--- src/rtl/gauss_blur_nch.sv ---
// Multi-channel separable binomial blur with edge replication and rounding.
// Optional assertions: define GAUSS_BLUR_NCH_SVA_EN.
module gauss_blur_nch #(
    parameter int COLORDEPTH = 8,
    parameter int M_DEPTH    = 5,
    parameter int CHANNELS   = 3
) (
    input  logic                                     clk,
    input  logic                                     rst,
    input  logic [CHANNELS*M_DEPTH*COLORDEPTH-1:0]   vect_in,
    input  logic                                     dv_i,
    input  logic                                     hs_i,
    input  logic                                     vs_i,
    input  logic                                     mode_i,
    output logic [CHANNELS*COLORDEPTH-1:0]           conv_o,
    output logic                                     dv_o,
    output logic                                     hs_o,
    output logic                                     vs_o,
    output logic                                     line_end_o
);

    localparam int H     = (M_DEPTH - 1) / 2;
    localparam int LAT   = H + 3;
    localparam int VW    = COLORDEPTH + M_DEPTH - 1;
    localparam int SHIFT = 2 * (M_DEPTH - 1);
    localparam int SW    = COLORDEPTH + SHIFT;
    localparam int CW    = $clog2(H + 1);
    localparam logic [SW:0]           RND  = (SW + 1)'(1) << (SHIFT - 1);
    localparam logic [COLORDEPTH-1:0] PMAX = '1;

    function automatic int binom(input int n, input int k);
        int c;
        c = 1;
        for (int i = 0; i < k; i++) c = c * (n - i) / (i + 1);
        return c;
    endfunction

    logic [LAT:1]                  dv_d, hs_d, vs_d;
    logic                          mode_q;
    logic [CW-1:0]                 flush_q, flush_d, cnt_eff;
    logic                          rise, fall, shift_en;
    logic [VW-1:0]                 v_in    [CHANNELS];
    logic [COLORDEPTH-1:0]         pix_mid [CHANNELS];
    logic [VW-1:0]                 win_q   [CHANNELS][M_DEPTH];
    logic [COLORDEPTH-1:0]         ctr_q   [CHANNELS][H+1];
    logic [SW-1:0]                 s_d     [CHANNELS];
    logic [SW-1:0]                 s_q     [CHANNELS];
    logic [COLORDEPTH-1:0]         byp_q   [CHANNELS];
    logic [SW:0]                   rnd     [CHANNELS];
    logic [CHANNELS*COLORDEPTH-1:0] conv_d, conv_q;

    // A falling dv_i counts as the first flush step, so the counter left in
    // flush_q only covers the remaining H-1 replications.
    always_comb begin
        rise     = dv_i & ~dv_d[1];
        fall     = ~dv_i & dv_d[1];
        cnt_eff  = fall ? CW'(H) : flush_q;
        shift_en = dv_i | (cnt_eff != '0);
        flush_d  = (!dv_i && cnt_eff != '0) ? cnt_eff - CW'(1) : '0;
    end

    always_comb begin
        for (int c = 0; c < CHANNELS; c++) begin
            v_in[c]    = '0;
            pix_mid[c] = vect_in[(c*M_DEPTH+H)*COLORDEPTH +: COLORDEPTH];
            for (int r = 0; r < M_DEPTH; r++)
                v_in[c] = v_in[c] + VW'(binom(M_DEPTH - 1, r))
                                  * VW'(vect_in[(c*M_DEPTH+r)*COLORDEPTH +: COLORDEPTH]);
        end
    end

    // NOTE: every combinational output gets a default before the loops so no latch is inferred.
    always_comb begin
        conv_d = '0;
        for (int c = 0; c < CHANNELS; c++) begin
            s_d[c] = '0;
            for (int k = 0; k < M_DEPTH; k++)
                s_d[c] = s_d[c] + SW'(binom(M_DEPTH - 1, k)) * SW'(win_q[c][k]);
            rnd[c] = {1'b0, s_q[c]} + RND;
            if (!mode_q)
                conv_d[c*COLORDEPTH +: COLORDEPTH] = byp_q[c];
            else if (rnd[c][SW])
                conv_d[c*COLORDEPTH +: COLORDEPTH] = PMAX;
            else
                conv_d[c*COLORDEPTH +: COLORDEPTH] = rnd[c][SW-1:SHIFT];
        end
    end

    // NOTE: non-blocking assignments throughout so every register samples pre-edge values.
    always_ff @(posedge clk) begin
        if (rst) begin
            dv_d    <= '0;
            hs_d    <= '0;
            vs_d    <= '0;
            flush_q <= '0;
            mode_q  <= 1'b1;
            conv_q  <= '0;
            // NOTE: the window arrays are reset explicitly so a discarded line leaves no residue.
            for (int c = 0; c < CHANNELS; c++) begin
                s_q[c]   <= '0;
                byp_q[c] <= '0;
                for (int k = 0; k < M_DEPTH; k++) win_q[c][k] <= '0;
                for (int k = 0; k <= H; k++)      ctr_q[c][k] <= '0;
            end
        end else begin
            dv_d    <= {dv_d[LAT-1:1], dv_i};
            hs_d    <= {hs_d[LAT-1:1], hs_i};
            vs_d    <= {vs_d[LAT-1:1], vs_i};
            flush_q <= flush_d;
            if (vs_i && !vs_d[1]) mode_q <= mode_i;
            if (dv_d[LAT-1])      conv_q <= conv_d;
            for (int c = 0; c < CHANNELS; c++) begin
                s_q[c]   <= s_d[c];
                byp_q[c] <= ctr_q[c][H];
                if (rise) begin
                    for (int k = 0; k < M_DEPTH; k++) win_q[c][k] <= v_in[c];
                    for (int k = 0; k <= H; k++)      ctr_q[c][k] <= pix_mid[c];
                end else if (shift_en) begin
                    // During flush slot 0 keeps the last column, replicating it rightwards.
                    win_q[c][0] <= dv_i ? v_in[c] : win_q[c][0];
                    ctr_q[c][0] <= dv_i ? pix_mid[c] : ctr_q[c][0];
                    for (int k = 1; k < M_DEPTH; k++) win_q[c][k] <= win_q[c][k-1];
                    for (int k = 1; k <= H; k++)      ctr_q[c][k] <= ctr_q[c][k-1];
                end
            end
        end
    end

    assign conv_o     = conv_q;
    assign dv_o       = dv_d[LAT];
    assign hs_o       = hs_d[LAT];
    assign vs_o       = vs_d[LAT];
    assign line_end_o = dv_d[LAT] & ~dv_d[LAT-1];

`ifdef GAUSS_BLUR_NCH_SVA_EN
    if ((M_DEPTH % 2) == 0 || M_DEPTH < 3 || M_DEPTH > 9) begin : g_bad_depth
        $error("M_DEPTH must be odd and within 3..9");
    end

    logic [3:0] age_q;
    logic       armed_q, dv_o_q;

    always_ff @(posedge clk) begin
        if (rst) begin
            age_q   <= '0;
            armed_q <= 1'b0;
            dv_o_q  <= 1'b0;
        end else begin
            if (age_q != 4'(LAT)) age_q <= age_q + 4'd1;
            dv_o_q <= dv_o;
            if (line_end_o)            armed_q <= 1'b1;
            else if (dv_o && !dv_o_q)  armed_q <= 1'b0;
        end
    end

    a_blanking: assert property (@(posedge clk) disable iff (rst)
        rise |-> (flush_q == '0));
    a_dv_delay: assert property (@(posedge clk) disable iff (rst)
        (age_q == 4'(LAT)) |-> (dv_o == $past(dv_i, LAT)));
    a_le_dv: assert property (@(posedge clk) disable iff (rst)
        line_end_o |-> dv_o);
    a_le_run: assert property (@(posedge clk) disable iff (rst)
        (line_end_o && armed_q) |-> (dv_o && !dv_o_q));
`endif

endmodule

--- config.mk ---
export PLATFORM = sky130hd
export DESIGN_NAME = gauss_blur_nch
export DESIGN_NICKNAME = d
export VERILOG_FILES = /design/src/rtl/gauss_blur_nch.sv
export SDC_FILE = /design/constraint.sdc
export NUM_CORES = 1
export LEC_CHECK = 0
export ABC_AREA = 0
export CORE_UTILIZATION = 29
export DETAILED_ROUTE_END_ITERATION = 6
export PLACE_DENSITY = 0.47
export REMOVE_ABC_BUFFERS = 1
export SLEW_MARGIN = 0
export SYNTH_ARGS = -nofsm -noshare
export SYNTH_HDL_FRONTEND = slang
export SYNTH_SLANG_ARGS = --single-unit
--- constraint.sdc ---
create_clock -name clk -period 9.8 [get_ports clk]
set_clock_uncertainty 0.1 [all_clocks]
set_input_delay 1.96 -clock clk [delete_from_list [all_inputs] [get_ports clk]]
set_output_delay 1.96 -clock clk [all_outputs]
set_load 0.01 [all_outputs]
==> results.txt <==
----------------------------------------------------
[Synth]
  Async set-reset flop share out of synthesis ... 0
  Fraction of the mapped netlist area in compound gates ... 0.148
  Part of the Yosys area used for sequential elements ... 0.412
  Seq cells post-synth ... 345
  XOR/XNOR share of the synthesized area ... 0.0284
  Basic-gate share of the synthesized area counting and, or, nand and nor cells ... 0.112
  Area share of the largest cell type after synthesis ... 0.331
  Most area-hungry cell type in the Yosys netlist ... edfxtp_1
  Cell area after synthesis ... 22900 um2
  Share of synthesized area spent on multiplexers ... 0.00958
  Ranking of synthesized cells by area ... edfxtp_1, fa_1, ha_1
  Count of warnings emitted by yosys ... 0
  Primary flip-flop cell chosen by synthesis mapping ... edfxtp_1
  Synth Area per Inst ... 11.1 um2
  Post-Synthesis Cells ... 2061
  Post-synthesis share of cell area spent on full adders, half adders and majority gates ... 0.237
  Number of distinct library cells after synthesis ... 77
  Post-synth EDFFs ... 252
  Main combinational cell family by area after synthesis ... adder cells

[Floorplanning]
  Vert. Die Dim ... 283 um
  Starting Density ... 0.294
  Overall die width ... 283 um
  Total I/O pin count ... 154
  Num rows ... 102
  Area of the core ... 77700 um2
  Area of the die ... 80000 um2

[Clock network]
  Setup repair bufs after CTS ... 0
  Later-pin clock latency in the skew report ... 0.57 ns
  Master cell of the clock root buffer ... clkbuf_16
  Number of clock sinks seen by CTS ... 345
  Maximum buffer depth of the clock tree ... 3
  TritonCTS clock tree ... built
  TritonCTS Buffers ... 44
  Clock Pin Slew Worst Setup and Hold Paths ... 0.06 ns
  Number of resized instances in the post-cts repair step ... 0
  H-Tree Depth ... 2
  Post-cts hold buffer count ... 0

[Layout]
  Area of all placed cells without fillers ... 27000 um2
  Share of final-layout standard cells stronger than drive strength 1 ... 0.0500
  Area growth from synthesis to layout ... 17.9%
  Leading cell type in the layout, fill and taps excluded ... edfxtp_1
  Number of fill cells in the layout ... 7775
  Most frequent cells in the layout ... edfxtp_1, inv_1, fa_1, ha_1, clkdlybuf4s50_1
  Total number of nets in the final design ... 2658

[GRT]
  Initial antenna violation count ... 0
  Aggregate global-route resource usage ... 0.147
  Wire length of the first global-routing pass ... 91.3 mm
  Number of global-route vias before repair ... 16300
  Total overflow reported by the global router ... 0
  Largest net degree at the start of global routing ... 155

[Drt]
  Sum of routed wire length over all layers ... 57.4 mm
  Ratio of routed vias to standard cells ... 4.77
  Iteration-0 DRC Markers ... 898
  Routed length per instance ... 17.5 um
  Via count ... 15600
  Count of nets left with antenna violations after detail routing ... 0
  DRC errors left ... 0
  DRT Pass-1 Iters ... 7

[Setup path]
  Cell with the biggest individual delay on the critical path ... clkdlybuf4s50_1
  Category of the worst setup path launch point ... primary input
  Signal arrival time at the worst endpoint ... 6.75 ns
  Cell family contributing the most delay on the critical path ... adder cells
  Critical path capture point type ... flip-flop
  Crit path max fanout ... 9
  Data required time of the worst path ... 9.98 ns
  CP Buf/Inv Count ... 2
  Start-to-end type of the worst setup path ... in -> reg
  Most numerous cell on the critical path ... ha_1
  Cells along the critical path ... clkdlybuf4s50_1 -> ha_1 -> fa_1 -> a21o_1 -> a21oi_1 -> o21bai_1 -> a21oi_1 -> xnor2_1 -> fa_1 -> inv_1 -> ha_1 -> ha_1 -> ha_1 -> o21a_1 -> o21a_1 -> o22ai_1 -> xor2_1 -> o21ai_1
  Delay of the slowest critical-path stage ... 0.60 ns

[Timing]
  Final count of hold timing violations ... 0
  Number of endpoints failing setup at the final stage ... 0
  Relative max-transition margin ... 0.322
  Post-route minimum period ... 6.57 ns
  Timing-limited maximum frequency ... 152 MHz
  Setup tns final ... 0 ns
  Worst-margin pin slew ... 1.02 ns
  Setup repair after global routing missed its margin ... false
  Final worst hold slack ... 0.337 ns
  Max Transition Viols Final ... 0
  Tcrit/Tclk final ... 0.671

[Placement]
  Placed wire-length estimate after detailed placement ... 42.0 mm
  IO Port Bufs ... 153
  Area after DPL ... 25500 um2
  Global placer's final weighted congestion ... 0.843

[Min path]
  Path category of the worst min-delay check ... reg -> reg

[Run]
  Maxcap violations ... 0

[Status]
  Run status ... completed

----------------------------------------------------
==> final timing paths <==
path / startpoint / endpoint / slack [ns] / cells past startpoint
min: vs_d[2] / vs_d[3] / 0.34 / 1
max: vect_in[56] / win_q[0][83] / 3.23 / 18
max reg2reg: win_q[0][24] / s_q[0][14] / 4.15 / 17
min reg2reg: vs_d[2] / vs_d[3] / 0.34 / 1
==> synth_stat cells (all sizes together) (10+ instances only) <==
cell type    n
nor3        36
xnor2       42
o21a        18
mux2i       14
and3        14
a21o        67
nor2b       56
nand2b      25
edfxtp     252
o21bai      16
nand3       40
a22o        78
o211ai      11
fa         174
a31oi       11
buf         33
o221ai      10
ha         155
o21ai       88
a21oi       96
inv        236
dfxtp       93
and2        40
nor3b       14
a211oi      26
clkbuf      37
nand2      122
nor2       104
xor2        32
nand4       11
==> layout make-up <==
class / instances / area (um2) / area share
Clock buffer: 61 / 1270 / 0.0470
Tap cell: 1040 / 1300 / 0.0483
Clock inverter: 20 / 168 / 0.00622
Inverter: 236 / 886 / 0.0329
Multi-Input combinational cell: 1410 / 12300 / 0.455
Sequential cell: 345 / 9430 / 0.350
Timing Repair Buffer: 166 / 1640 / 0.0608
Antenna cell: 1 / 2.50 / 0.0000928
==> stage by stage <==
stage	worst slack, ns	utilization	cells
finish	3.23	0.347	3279
global route	2.95	0.347	3278
CTS	3.23	0.347	3278
detailed placement	2.64	0.328	3197
global placement	2.74	0.328	3197
floorplan	2.62	-	1991
==> state kept, by name, summed over array words and instances, names as in the netlist <==
register,count
hs_d,5
s_q,27
vs_d,5
conv_o,24
byp_q,24
ctr_q,72
win_q,180
flush_q,2
mode_q,1
dv_d,5
==> metal layers <==
layer,part of all wire,GRT usage,vias to the layer above
met5,0,0,-
met4,0.020,0.0383,0
met3,0.041,0.0208,65
met2,0.46,0.241,311
met1,0.48,0.204,7682
li1,-,-,7579
==> cell families (layout without fill, tap and decap cells) <==
| group | count (synthesis) | in the layout |
|---|---|---|
| flip-flops | 345 | 345 |
| buffers and inverters | 306 | 483 |
| AND/OR/NAND/NOR | 500 | 500 |
| other | 0 | 1 |
| XOR/XNOR | 74 | 74 |
| adder cells (fa/ha/maj) | 329 | 329 |
| multiplexers | 21 | 21 |
| AO/OA/AOI/OAI | 486 | 486 |
Power is left out: the tool's default activity adds up to more than one toggle a clock period on the data nets, which glitch-free logic cannot reach.
